--- src/rtl/alarm_pkg.sv ---
// Shared types and constants for the multi-channel alarm controller.
package alarm_pkg;

   typedef enum logic [1:0] {
      ST_IDLE    = 2'd0,
      ST_PENDING = 2'd1,
      ST_ACTIVE  = 2'd2,
      ST_ACKED   = 2'd3
   } state_t;

   // Default channel mapping inherited from the fixed fire/burglar/rain block.
   localparam int CH_FIRE    = 0;
   localparam int CH_BURGLAR = 1;
   localparam int CH_RAIN    = 2;

endpackage

--- src/rtl/alarm_channel.sv ---
// One alarm channel: debounce, latch-until-ack, per-channel arming and an
// optional unacknowledged-alarm escalation timer (enabled by the macro
// ALARM_ESCALATE_EN; without it esc is tied low and no counter exists).
module alarm_channel
   import alarm_pkg::*;
#(
   parameter int DEBOUNCE   = 4,
   parameter int ESC_CYCLES = 20
) (
   input  logic clk,
   input  logic reset,
   input  logic sensor,
   input  logic arm,
   input  logic ack,
   output logic alarm,
   output logic esc
);

   localparam int CW = $clog2(DEBOUNCE + 1);
   // Count value at which one more high sample completes the debounce.
   localparam logic [CW-1:0] CNT_LAST = CW'(DEBOUNCE - 1);

   // Both parameters must be at least one for the timing to make sense.
   if (DEBOUNCE < 1 || ESC_CYCLES < 1) begin : g_bad_param
      $error("alarm_channel: DEBOUNCE and ESC_CYCLES must be >= 1");
   end

   state_t        state;
   logic [CW-1:0] cnt;

   // Channel FSM with registered alarm output; disarm overrides everything.
   always_ff @(posedge clk or negedge reset) begin
      if (!reset) begin
         state <= ST_IDLE;
         cnt   <= '0;
         alarm <= 1'b0;
      end else if (!arm) begin
         state <= ST_IDLE;
         cnt   <= '0;
         alarm <= 1'b0;
      end else begin
         case (state)
            ST_IDLE: begin
               if (sensor) begin
                  if (DEBOUNCE == 1) begin
                     state <= ST_ACTIVE;
                     alarm <= 1'b1;
                  end else begin
                     state <= ST_PENDING;
                     cnt   <= CW'(1);
                  end
               end
            end
            ST_PENDING: begin
               if (!sensor) begin
                  state <= ST_IDLE;
                  cnt   <= '0;
               end else if (cnt == CNT_LAST) begin
                  state <= ST_ACTIVE;
                  cnt   <= '0;
                  alarm <= 1'b1;
               end else begin
                  cnt <= cnt + 1'b1;
               end
            end
            ST_ACTIVE: begin
               // Latched: only an ack releases it. A still-present condition
               // parks in ACKED so it does not immediately re-trigger.
               if (ack) begin
                  state <= sensor ? ST_ACKED : ST_IDLE;
                  alarm <= 1'b0;
               end
            end
            ST_ACKED: begin
               if (!sensor) begin
                  state <= ST_IDLE;
               end
            end
            default: begin
               state <= ST_IDLE;
               cnt   <= '0;
               alarm <= 1'b0;
            end
         endcase
      end
   end

`ifdef ALARM_ESCALATE_EN
   localparam int EW = $clog2(ESC_CYCLES + 1);
   localparam logic [EW-1:0] ESC_MAX = EW'(ESC_CYCLES);

   logic [EW-1:0] esc_cnt;

   // Count edges spent ACTIVE without ack; esc is sticky until the alarm is left.
   always_ff @(posedge clk or negedge reset) begin
      if (!reset) begin
         esc_cnt <= '0;
         esc     <= 1'b0;
      end else if (!arm || ack || state != ST_ACTIVE) begin
         esc_cnt <= '0;
         esc     <= 1'b0;
      end else if (esc_cnt != ESC_MAX) begin
         esc_cnt <= esc_cnt + 1'b1;
         if (esc_cnt == ESC_MAX - 1'b1) begin
            esc <= 1'b1;
         end
      end
   end
`else
   assign esc = 1'b0;
`endif

endmodule

--- src/rtl/alarm_controller.sv ---
// Multi-channel alarm controller: NUM_CH independent channels, OR reduction
// and a lowest-index-wins priority encoder over the registered alarms.
// Optional escalation output is built only with ALARM_ESCALATE_EN defined.
module alarm_controller
   import alarm_pkg::*;
#(
   parameter int NUM_CH     = 3,
   parameter int DEBOUNCE   = 4,
   parameter int ESC_CYCLES = 20
) (
   input  logic                                           clk,
   input  logic                                           reset,
   input  logic [NUM_CH-1:0]                              sensor,
   input  logic [NUM_CH-1:0]                              arm,
   input  logic [NUM_CH-1:0]                              ack,
   output logic [NUM_CH-1:0]                              alarm,
   output logic                                           any_alarm,
   output logic                                           top_valid,
   output logic [((NUM_CH > 1) ? $clog2(NUM_CH) : 1)-1:0] top_ch,
   output logic                                           escalate
);

   localparam int TW = (NUM_CH > 1) ? $clog2(NUM_CH) : 1;

   logic [NUM_CH-1:0] esc_vec;

   for (genvar gi = 0; gi < NUM_CH; gi++) begin : g_ch
      alarm_channel #(
         .DEBOUNCE   (DEBOUNCE),
         .ESC_CYCLES (ESC_CYCLES)
      ) u_channel (
         .clk    (clk),
         .reset  (reset),
         .sensor (sensor[gi]),
         .arm    (arm[gi]),
         .ack    (ack[gi]),
         .alarm  (alarm[gi]),
         .esc    (esc_vec[gi])
      );
   end

   assign any_alarm = |alarm;
   assign top_valid = any_alarm;
   // Channels tie esc low when escalation is not built, so this is constant 0 then.
   assign escalate  = |esc_vec;

   // Priority encoder: scan from the top so the lowest set index is left last.
   always_comb begin
      top_ch = '0;
      for (int i = NUM_CH - 1; i >= 0; i--) begin
         if (alarm[i]) begin
            top_ch = TW'(i);
         end
      end
   end

endmodule

--- config.mk ---
export PLATFORM = sky130hd
export DESIGN_NAME = alarm_controller
export DESIGN_NICKNAME = d
export VERILOG_FILES = /design/src/rtl/alarm_pkg.sv /design/src/rtl/alarm_channel.sv /design/src/rtl/alarm_controller.sv
export SDC_FILE = /design/constraint.sdc
export NUM_CORES = 1
export LEC_CHECK = 0
export ABC_AREA = 1
export BUFFER_PORTS_ARGS = -buffer_cell sky130_fd_sc_hd__buf_2
export CORE_MARGIN = 2
export CORE_UTILIZATION = 30
export CTS_CLUSTER_DIAMETER = 50
export DETAILED_ROUTE_END_ITERATION = 10
export GPL_ROUTABILITY_DRIVEN = 0
export PLACE_DENSITY = 0.52
export SYNTH_ARGS = -nofsm -noshare
export SYNTH_HDL_FRONTEND = slang
export SYNTH_SLANG_ARGS = --single-unit
--- constraint.sdc ---
create_clock -name clk -period 1.35 [get_ports clk]
set_input_delay 0.2025 -clock clk [delete_from_list [all_inputs] [get_ports clk]]
set_output_delay 0.2025 -clock clk [all_outputs]
set_load 0.03 [all_outputs]
==> parameters.txt, run 1 <==
Parameter                              Value

Layout
  Filler cell count    424
  Flip-flop and latch area    450 um^2
  Synth-to-layout area growth    13.7%
  Count of inserted antenna diode cells    0
  Multi-input gate area    between 500 and 600 um^2
  Ratio of cells with drive above 1 in the final layout    0.177
  Nets    ~210

Synth
  Synth unique cells    24
  Synthesis warning total    0
  Post-Syn Nets    ~190
  Sequential fraction of the synthesis area    0.381
  Area of the mapped netlist    around 1200 um^2
  Number of synthesized register bits    18
  Number of instances in the synthesized netlist    177
  Mean area per synthesized cell    approximately 6.7 um^2

Clock network
  CTS Root Cell    sky130_fd_sc_hd__clkbuf_8
  Postcts setup bufs    0
  Clock transition at the registers of the reported paths    roughly 0.07 ns
  Hold-fix buffers, CTS    1
  H-Tree Level Count    1
  Worst skew pair latency    between 0.2 and 0.3 ns
  Total CTS buffers    3
  TritonCTS clock tree    yes
  Clock Path Buffers    2
  Resized cells post-CTS    0
  # clock sinks    18

Floorplanning
  Std-Cell Rows    22
  Initial cell density of the core    0.319
  I/O pin count    19
  Die Span X    around 67 um
  Die Height    66.8 um
  Full die area    roughly 4500 um^2
  Floorplan core area    between 3000 and 4000 um^2

Critical path
  Register-to-register setup slack    about 0.22 ns
  Max stage delay on crit path    around 0.4 ns
  R2r worst-path depth    5
  Crit path max fanout    4
  Worst EP arrival    approximately 1.0 ns
  Kind of critical path    flop to primary output
  Critical path's slowest cell    sky130_fd_sc_hd__dfrtp_1
  Critical path endpoint category    primary output
  Worst EP required    about 1.2 ns
  Worst Setup Start Kind    flop
  Ordered list of cells on the worst path    nor3_1 > buf_2

Global routing
  Total track usage    0.125
  First-pass GRT wire length    4250 um
  GRT Max-Usage Layer    met2
  Global Route met3 Usage    0.0203
  Initial antenna violation count    0
  Total overflow reported by the global router    0
  Maximum number of pins on one net before global-route repair    19
  GRT met1 Usage    0.166
  Vias in the first global route    approximately 1000
  Met2 track utilization from global routing    0.208

Placement
  Input/output buffers    17
  Final HPWL from detailed placement    about 1800 um
  Worst Setup Slack post-DPL    approximately 0.22 ns

Timing
  Total of endpoints with negative setup slack in the final report    0
  Fraction of the cycle the final worst path needs    0.914
  Final-layout worst hold slack    approximately 0.25 ns
  Maximum frequency from static timing analysis    about 810 MHz
  Final-report hold violation count    0
  Post-layout min period    1.23 ns
  Total negative slack    0 ns
  RSZ-0062 raised after global routing    no
  Count of pins over their slew limit    0
  Least setup slack across all paths after layout    between 0.1 and 0.15 ns
  Post-Route Skew    between 0.001 and 0.0015 ns

Drt
  Final routed DRC violation total    0
  Total wirelength of the detailed-routed design    roughly 2300 um
  Number of nets with antenna violations after detailed routing    0
  Number of iterations in the first detailed-routing pass    4
  Via count    1063
  Avg Vias per Cell    around 4.4
  DRT iter0 DRCs    40
  Wirelength per Cell    around 9.8 um

Min path
  Number of cells on the worst hold path    3
  Type of the worst min-delay path    input port to flop

Job
  Max-cap viol count    0

Status
  Result of the run    finished, final reports clean

Pwr
  PD cells    between 1000 and 1500 nW/um^2
  P_leak    between 0.7 and 0.8 nW
  Worst IR drop on VDD    343 uV
[cell usage after synthesis]
cell                       count  area (um^2)
sky130_fd_sc_hd__a21oi_2       1         8.76
sky130_fd_sc_hd__nand2_1      45          169
sky130_fd_sc_hd__nor2_1       29          109
sky130_fd_sc_hd__inv_1        24         90.1
sky130_fd_sc_hd__a22oi_1       1         7.51
sky130_fd_sc_hd__nor3_1        2         10.0
sky130_fd_sc_hd__o21ai_0       6         30.0
sky130_fd_sc_hd__nor2_2        4         25.0
sky130_fd_sc_hd__a31o_2        1         8.76
sky130_fd_sc_hd__clkbuf_2      2         10.0
sky130_fd_sc_hd__dfrtp_1      18          450
sky130_fd_sc_hd__o211ai_1      1         7.51
sky130_fd_sc_hd__a21oi_1       8         40.0
sky130_fd_sc_hd__nand2_2       3         18.8
sky130_fd_sc_hd__nand4_1       4         25.0
sky130_fd_sc_hd__ha_1          3         37.5
sky130_fd_sc_hd__nand3_1      12         60.1
sky130_fd_sc_hd__conb_1        1         3.75
sky130_fd_sc_hd__o21a_1        1         7.51
sky130_fd_sc_hd__clkinv_2      1         5.00
sky130_fd_sc_hd__inv_2         3         11.3
sky130_fd_sc_hd__o21ai_1       1         5.00
sky130_fd_sc_hd__a31oi_1       1         6.26
sky130_fd_sc_hd__buf_4         5         37.5
[flip-flops by register name (all words and copies together), names as in the netlist]
name / flops
g_ch.u_channel.state: 6
g_ch.u_channel.cnt: 9
g_ch.u_channel.alarm: 3
[power breakdown]
group / internal [W] / total [W] / switching [W]
clock: 0.000258 / 0.000430 / 0.000172
sequential: 0.000596 / 0.000668 / 0.0000724
combinational: 0.000127 / 0.000348 / 0.000221
total: 0.000981 / 0.00145 / 0.000465
[worst paths after layout]
kind                                                       from                              endpoint
setup / recovery            g_ch[0].u_channel.alarm$_DFFE_PN0P_                             top_ch[1]
hold / removal                                           ack[1]   g_ch[1].u_channel.alarm$_DFFE_PN0P_
setup reg to reg           g_ch[0].u_channel.cnt[0]$_DFFE_PN0P_  g_ch[0].u_channel.cnt[0]$_DFFE_PN0P_
hold reg to reg            g_ch[1].u_channel.cnt[1]$_DFFE_PN0P_  g_ch[1].u_channel.cnt[1]$_DFFE_PN0P_
max in group asynchronous                                 reset   g_ch[0].u_channel.alarm$_DFFE_PN0P_
min in group asynchronous                                 reset  g_ch[1].u_channel.cnt[2]$_DFFE_PN0P_
[worst max-delay path: cells and delay by family (launching register included)]
| family | cells | cell delay, ns |
|---|---|---|
| AND/OR/NAND/NOR | 1 | 0.16 |
| buffers and inverters | 1 | 0.22 |
| flip-flops | 1 | 0.40 |
[cell type report]
cell class                 instances  share of cell area
timing repair buffer              18              0.0706
multi-input combinational        124               0.430
tap                               48              0.0446
inverter                          28              0.0790
sequential                        18               0.335
clock buffer                       4              0.0409
[metrics by stage]
stage | instances | instance area (um^2) | total power (W) | utilization
floorplan | 177 | 1180 | 0.000938 | -
global route | 240 | 1350 | 0.00159 | 0.362
detailed placement | 235 | 1280 | 0.00103 | 0.345
finish | 240 | 1350 | 0.00145 | 0.362
global placement | 235 | 1280 | 0.00103 | 0.345
CTS | 240 | 1350 | 0.00148 | 0.362
[cell families after synthesis]
logic type | synth area share
AOI/OAI and AO/OA | 0.103
adders and majority gates | 0.0317
buffers and inverters | 0.130
DFF | 0.381
other | 0.00317
and+or+nand+nor | 0.352
[layout by cell type, fill, tap and decap left out, types with 4 or more instances in the layout]
cell / count
sky130_fd_sc_hd__nand2_1: 45
sky130_fd_sc_hd__a21oi_1: 8
sky130_fd_sc_hd__buf_2: 17
sky130_fd_sc_hd__o21ai_0: 6
sky130_fd_sc_hd__nand3_1: 12
sky130_fd_sc_hd__nand4_1: 4
sky130_fd_sc_hd__nor2_1: 29
sky130_fd_sc_hd__inv_1: 24
sky130_fd_sc_hd__dfrtp_1: 18
sky130_fd_sc_hd__nor2_2: 4
sky130_fd_sc_hd__clkbuf_8: 4
[metal layers]
metal / share of wire / wire length (um) / vias up
li1: - / - / 584
met1: 0.48 / 1130 / 465
met2: 0.48 / 1120 / 12
met3: 0.033 / 77 / 2
met4: 0.0081 / 19 / 0
met5: 0 / 0 / -
Note: power is estimated with default switching activity, not from simulation.
==> run 2, diff against run 1 <==
PLACE_DENSITY = 0.53   (was 0.52)
clock period = 1 ns   (was 1.35 ns; I/O delays follow)
==> run 2 against run 1 <==
  * Final area is 30% higher
  * Sequential share of layout area down 7.3 points
  * Global-route usage grew 0.55 points
  * Clock skew increased by 0.0050 ns
  * Largest power group unchanged
  * Setup slack got worse by 0.31 ns
  * The flow now finishes with violations (setup timing)
  * Total power rose by 62%
  * Non-clock buffer count increased by 17
  * Via count grew 12%
  * Die area unchanged
  * Register-to-register slack got worse by 0.29 ns
  * Utilization is 11 points higher
  * Flip-flop and latch count stayed put
==> parameters.txt, run 2 (same netlist as run 1, synthesis figures left out) <==
Parameter                              Value

Global routing
  Total track usage    0.130 (+0.00551)
  Vias in the first global route    1050 (+7.0%)
  Initial antenna violation count    0 (unchanged)
  Total overflow reported by the global router    0 (unchanged)
  First-pass GRT wire length    4500 um (+5.8%)
  Maximum number of pins on one net before global-route repair    19 (unchanged)

Layout
  Nets    224 (+8.2%)
  Count of inserted antenna diode cells    0 (unchanged)
  Final Cell Area    1750 um^2 (+30%)
  Ratio of cells with drive above 1 in the final layout    0.522 (+0.344)
  Most flops, register    g_ch.u_channel.cnt
  Synth-to-layout area growth    48.0%
  Top library cells by usage in the layout, fill and taps aside    sky130_fd_sc_hd__nand2_1 (31), sky130_fd_sc_hd__nor2_1 (20), sky130_fd_sc_hd__buf_4 (19), sky130_fd_sc_hd__inv_1 (15), sky130_fd_sc_hd__nand2_2 (13)
  Flip-flop count of the largest register, all copies and words added    9 (unchanged)
  Non-filler cells, final    257 (+7.1%)
  Largest regs    g_ch.u_channel.cnt (9), g_ch.u_channel.state (6), g_ch.u_channel.alarm (3)
  Most common library cell in the layout ignoring fill and taps    sky130_fd_sc_hd__nand2_1

Critical path
  Worst EP required    0.85 ns (-0.30 ns)
  Max stage delay on crit path    0.41 ns (about the same)
  Kind of critical path    flop to primary output
  Number of buffers and inverters on the critical path    1 (unchanged)
  Worst Setup Start Kind    flop
  Crit path max fanout    3 (-1)
  Critical path endpoint category    primary output
  Critical path's slowest cell    sky130_fd_sc_hd__dfrtp_1
  Worst EP arrival    1.04 ns (about the same)
  Ordered list of cells on the worst path    nor3_2 > buf_4
  Kind of cell adding the most delay to the critical path    flip-flops

Timing
  Total of endpoints with negative setup slack in the final report    15 (+15)
  RSZ-0062 raised after global routing    yes
  Total negative slack    -0.912 ns (-0.912 ns)
  Post-Route Skew    0.00649 ns (+0.00504 ns)
  Least setup slack across all paths after layout    -0.193 ns (-0.310 ns)
  Maximum frequency from static timing analysis    about 840 MHz
  Post-layout min period    between 1 and 1.5 ns
  Count of pins over their slew limit    0 (unchanged)
  Fraction of the cycle the final worst path needs    1.19
  Final-report hold violation count    0 (unchanged)

Floorplanning
  Std-Cell Rows    22 (unchanged)
  Die Span X    66.8 um (unchanged)
  Floorplan core area    3720 um^2 (unchanged)
  Full die area    4460 um^2 (unchanged)
  I/O pin count    19 (unchanged)
  Die Height    66.8 um (unchanged)
  Initial cell density of the core    0.319 (unchanged)

Clock network
  # clock sinks    18 (unchanged)
  Total CTS buffers    3 (unchanged)
  Worst skew pair latency    0.25 ns (about the same)
  H-Tree Level Count    1 (unchanged)
  Clock transition at the registers of the reported paths    0.07 ns (about the same)
  CTS Root Cell    sky130_fd_sc_hd__clkbuf_8
  TritonCTS clock tree    yes
  Clock Path Buffers    2 (unchanged)

Job
  Max-cap viol count    0 (unchanged)

Drt
  Total wirelength of the detailed-routed design    2820 um (+20%)
  Final routed DRC violation total    0 (unchanged)
  Number of nets with antenna violations after detailed routing    0 (unchanged)
  DRT iter0 DRCs    51 (+28%)
  Number of iterations in the first detailed-routing pass    4 (unchanged)
  Via count    1187 (+12%)
  Wirelength per Cell    11.0 um (+12%)
  Avg Vias per Cell    4.62 (+4.3%)

Pwr
  Sw Pwr    0.000818 W (+76%)
  Worst IR drop on VDD    499 uV (+45%)
  PD cells    1340 nW/um^2 (+25%)
  P_leak    0.853 nW (+15%)
  Reg power frac    0.398 (-0.064)
  Cell Int Power    0.00153 W (+56%)
  Combinational power share    0.348 (+0.107)
  Net switching share of the total power    0.348 (+0.0264)
  Clock share of power    0.254 (-0.043)

Placement
  Post-placement cell area    1370 um^2 (+7.0%)
  Input/output buffers    17 (unchanged)
  Final HPWL from detailed placement    1900 um (+2.8%)
  Cell Count Post-Placement    244 (+3.8%)

Status
  Result of the run    finished, violations left
  Failing checks    setup timing

Min path
  Type of the worst min-delay path    input port to flop
## run 2: changes by cell type in the layout (fill, tap and decap cells not counted), moves of 7 or more
cell                      before  now
sky130_fd_sc_hd__buf_4         0   19
sky130_fd_sc_hd__nand2_1      45   31
sky130_fd_sc_hd__nand2_2       3   13
sky130_fd_sc_hd__inv_1        24   15
sky130_fd_sc_hd__nor2_1       29   20
sky130_fd_sc_hd__inv_2         3   11
sky130_fd_sc_hd__nand3_1      12    5
## run 2: through the flow
| step | util | total power (W) | setup WS, ns | hold slack (ns) |
|---|---|---|---|---|
| finish | 0.471 | 0.00235 | -0.193 | 0.204 |
| global route | 0.471 | 0.00250 | -0.251 | 0.211 |
| CTS | 0.425 | 0.00218 | -0.176 | 0.201 |
| detailed placement | 0.369 | 0.00149 | -0.109 | 0.111 |
| global placement | 0.369 | 0.00149 | -0.116 | 0.115 |
| floorplan | - | 0.00127 | -0.00792 | -0.146 |
## run 2: repair_timing
action / 4_1_cts / 5_1_grt
hold endpoints to repair: 18 / 0
hold buffers: 1 / 0
endpoints found under the setup margin: 21 / 25
resized for setup: 46 / 39
setup buffers: 5 / 4
pin swaps: 18 / 20
## run 2: power by group through the flow
stage	clock network [W]	registers (W)	logic (W)
after floorplan	0	0.000867	0.000403
after global placement	0	0.000904	0.000589
after detailed placement	0	0.000904	0.000583
final	0.000596	0.000936	0.000818
after CTS	0.000608	0.000914	0.000660
after global routing	0.000643	0.000949	0.000912
## run 2: layer usage
layer  global-route usage  vias to the layer above  part of all wire
met5                    0                        -                 0
met4               0.0536                        0             0.015
met3               0.0169                        4             0.029
met2                0.216                       20              0.50
met1                0.170                      548              0.45
li1                     -                      615                 -
## run 2: final timing paths
path	start	endpoint	slack [ns]	depth (start not counted)
worst max-delay path	g_ch[1].u_channel.alarm$_DFFE_PN0P_	top_ch[1]	-0.19	2
max in group asynchronous	reset	g_ch[2].u_channel.state[1]$_DFFE_PN0P_	0.32	2
worst min-delay path	ack[1]	g_ch[1].u_channel.alarm$_DFFE_PN0P_	0.20	3
worst max register to register	g_ch[0].u_channel.cnt[1]$_DFFE_PN0P_	g_ch[0].u_channel.cnt[0]$_DFFE_PN0P_	-0.07	5
min in group asynchronous	reset	g_ch[2].u_channel.cnt[1]$_DFFE_PN0P_	0.36	2
worst min register to register	g_ch[0].u_channel.cnt[1]$_DFFE_PN0P_	g_ch[0].u_channel.cnt[1]$_DFFE_PN0P_	0.51	2
## run 2: cell type report
type	instances	area, um^2
Fill cell	388	1960
Sequential cell	18	458
Tap cell	48	60.1
Multi-Input combinational cell	124	817
Timing Repair Buffer	35	253
Inverter	28	109
Clock buffer	4	55.1
## run 2: tightest hold or removal path: cells and delay by family
kind | cells | cell delay [ns]
buffers and inverters | 1 | 0.09
AO/OA/AOI/OAI | 2 | 0.18
==> run 3, diff against run 2 <==
--- a/config.mk
+++ b/config.mk
@@ -17,2 +17,3 @@
 export SYNTH_HDL_FRONTEND = slang
 export SYNTH_SLANG_ARGS = --single-unit
+export TNS_END_PERCENT = 5
==> constraint.sdc (replaced) <==
create_clock -name clk -period 1 [get_ports clk]
set_input_delay 0.05 -clock clk [delete_from_list [all_inputs] [get_ports clk]]
set_output_delay 0.05 -clock clk [all_outputs]
set_load 0.03 [all_outputs]
==> run 3 against run 2 <==
  * The run still ends with setup timing left
  * Worst hold slack got worse by 0.11 ns
  * Global-route usage decreased by 0.13 points
  * Via count decreased by 2.4%
  * Non-clock buffer count decreased by 3
  * Sequential power decreased by 3.2%
  * Cell count decreased by 1.2%
  * Routed wire length decreased by 7.0%
  * Critical endpoint is now g_ch[1].u_channel.alarm$_DFFE_PN0P_
  * Highest routed layer unchanged
==> parameters.txt, run 3 (same netlist as run 1, synthesis figures left out) <==
Parameter                              Value

Timing
  Post-layout min period    1.08 ns (-0.113 ns)
  Least setup slack across all paths after layout    -0.0800 ns (+0.113 ns)
  Final-report hold violation count    0 (unchanged)
  Total of endpoints with negative setup slack in the final report    11 (-4)
  Maximum frequency from static timing analysis    926 MHz (+11%)
  RSZ-0062 raised after global routing    yes
  Fraction of the cycle the final worst path needs    1.08 (-0.113)
  Post-Route Skew    0.00272 ns (-0.00377 ns)
  Count of pins over their slew limit    0 (unchanged)

Layout
  Ratio of cells with drive above 1 in the final layout    0.388 (-0.133)
  Count of inserted antenna diode cells    0 (unchanged)
  Flip-flop count of the largest register, all copies and words added    9 (unchanged)
  Final Core Density    0.419 (-0.0522)
  Most common library cell in the layout ignoring fill and taps    sky130_fd_sc_hd__nand2_1
  Top library cells by usage in the layout, fill and taps aside    sky130_fd_sc_hd__nand2_1 (37), sky130_fd_sc_hd__nor2_1 (26), sky130_fd_sc_hd__inv_1 (17), sky130_fd_sc_hd__buf_4 (16), sky130_fd_sc_hd__dfrtp_1 (15)
  Synth-to-layout area growth    31.6%
  Nets    221 (-1.3%)
  Most flops, register    g_ch.u_channel.cnt
  Largest regs    g_ch.u_channel.cnt (9), g_ch.u_channel.state (6), g_ch.u_channel.alarm (3)
  Filler cell count    412 (+6.2%)

Placement
  Input/output buffers    17 (unchanged)
  Worst Setup Slack post-DPL    -0.0788 ns (+0.0302 ns)
  Final HPWL from detailed placement    1970 um (+3.5%)

Global routing
  First-pass GRT wire length    4410 um (-2.0%)
  Initial antenna violation count    0 (unchanged)
  Maximum number of pins on one net before global-route repair    19 (unchanged)
  Global Route met3 Usage    0.0220 (+0.00507)
  Total track usage    0.129 (-0.00133)
  GRT Max-Usage Layer    met2
  Total overflow reported by the global router    0 (unchanged)
  Vias in the first global route    1045 (-0.48%)
  GRT met1 Usage    0.172 (+0.00140)
  Met2 track utilization from global routing    0.206 (-0.0100)

Drt
  Number of nets with antenna violations after detailed routing    0 (unchanged)
  Final routed DRC violation total    0 (unchanged)
  Via count    1159 (-2.4%)
  Avg Vias per Cell    4.56 (-1.2%)
  Wirelength per Cell    10.3 um (-5.9%)
  Number of iterations in the first detailed-routing pass    4 (unchanged)
  DRT iter0 DRCs    76 (+49%)
  Total wirelength of the detailed-routed design    2630 um (-7.0%)

Critical path
  Worst EP arrival    1.26 ns (+0.22 ns)
  Worst EP required    1.18 ns (+0.33 ns)
  Crit path max fanout    3 (unchanged)
  Worst Setup Start Kind    flop
  Kind of critical path    flop to flop
  Critical path endpoint category    flop

Clock network
  H-Tree Level Count    1 (unchanged)
  # clock sinks    18 (unchanged)
  Clock transition at the registers of the reported paths    0.07 ns (about the same)
  Worst skew pair latency    0.25 ns (about the same)
  TritonCTS clock tree    yes
  Total CTS buffers    3 (unchanged)
  Clock Path Buffers    2 (unchanged)
  CTS Root Cell    sky130_fd_sc_hd__clkbuf_8

Floorplanning
  Die Span X    66.8 um (unchanged)
  I/O pin count    19 (unchanged)
  Full die area    4460 um^2 (unchanged)
  Floorplan core area    3720 um^2 (unchanged)
  Initial cell density of the core    0.319 (unchanged)
  Std-Cell Rows    22 (unchanged)
  Die Height    66.8 um (unchanged)

Pwr
  Reg power frac    0.417 (+0.019)
  Sw Pwr    0.000713 W (-13%)
  Worst IR drop on VDD    519 uV (+4.1%)
  PD cells    1400 nW/um^2 (+4.1%)
  Cell Int Power    0.00146 W (-4.5%)
  P_leak    0.816 nW (-4.3%)
  Combinational power share    0.309 (-0.039)
  Net switching share of the total power    0.328 (-0.0204)
  Clock share of power    0.274 (+0.020)

Status
  Failing checks    setup timing
  Result of the run    finished, violations left

Min path
  Type of the worst min-delay path    input port to flop

Job
  Max-cap viol count    0 (unchanged)
-- run 3: cell count changes in the layout (fill, tap and decap cells not counted), moves of 3 or more --
cell                      previous run  this run
sky130_fd_sc_hd__dfrtp_1            12        15
sky130_fd_sc_hd__nor2_1             20        26
sky130_fd_sc_hd__nand3_4             3         0
sky130_fd_sc_hd__nand3_1             5         9
sky130_fd_sc_hd__nand2_4             4         0
sky130_fd_sc_hd__nand2_1            31        37
sky130_fd_sc_hd__a21oi_1             3         7
sky130_fd_sc_hd__nor2_4              4         0
sky130_fd_sc_hd__buf_4              19        16
sky130_fd_sc_hd__dfrtp_2             6         3
sky130_fd_sc_hd__a21oi_2             6         2
-- run 3: critical path: stages, from the launching register on --
cell	delay (ns)
sky130_fd_sc_hd__dfrtp_1	0.42
sky130_fd_sc_hd__buf_4	0.15
sky130_fd_sc_hd__buf_4	0.12
sky130_fd_sc_hd__a31o_2	0.22
sky130_fd_sc_hd__a21oi_1	0.10
-- run 3: layer usage --
metal  part of all wire  up-vias
met3              0.028        2
met4              0.010        0
met1               0.50      529
li1                   -      612
met5                  0        -
met2               0.46       16
-- run 3: metrics by stage --
stage                     area, um^2  std cells  setup TNS [ns]  total power (W)  hold WS, ns
after detailed placement        1370        246          -0.772          0.00149       0.0180
after floorplan                 1190        177          -0.175          0.00127       -0.246
final                           1560        254          -0.432          0.00218       0.0983
after global routing            1560        254           -1.62          0.00235       0.0950
after global placement          1370        246          -0.664          0.00150       0.0134
after CTS                       1490        251          -0.487          0.00215       0.0857
-- run 3: power groups by stage --
stage               sequential [W]  clock [W]  combinational [W]
finish                    0.000906   0.000596           0.000673
global route              0.000916   0.000670           0.000761
CTS                       0.000899   0.000633           0.000622
detailed placement        0.000903          0           0.000588
global placement          0.000905          0           0.000591
floorplan                 0.000867          0           0.000399
-- run 3: layout make-up --
type | instances | area, um^2 | area share
Clock buffer | 4 | 55.1 | 0.0353
Inverter | 28 | 106 | 0.0683
Multi-Input combinational cell | 124 | 662 | 0.425
Sequential cell | 18 | 454 | 0.292
Tap cell | 48 | 60.1 | 0.0386
Timing Repair Buffer | 32 | 220 | 0.141
-- run 3: final timing paths --
check,slack [ns],depth (start not counted),endpoint,from
worst max-delay path,-0.08,4,g_ch[1].u_channel.alarm$_DFFE_PN0P_,g_ch[1].u_channel.state[1]$_DFFE_PN0P_
worst min-delay path,0.1,3,g_ch[1].u_channel.alarm$_DFFE_PN0P_,ack[1]
worst max register to register,-0.08,4,g_ch[1].u_channel.alarm$_DFFE_PN0P_,g_ch[1].u_channel.state[1]$_DFFE_PN0P_
worst min register to register,0.49,2,g_ch[1].u_channel.cnt[1]$_DFFE_PN0P_,g_ch[1].u_channel.cnt[1]$_DFFE_PN0P_
max in group asynchronous,0.41,2,g_ch[0].u_channel.state[0]$_DFFE_PN0P_,reset
min in group asynchronous,0.27,2,g_ch[1].u_channel.cnt[0]$_DFFE_PN0P_,reset
-- run 3: what timing repair did --
item,in CTS,in global routing
hold buffers,1,0
endpoints found under the hold margin,18,0
endpoints found under the setup margin,20,22
gates resized for setup,28,14
buffers inserted,0,3
pin swaps,6,4
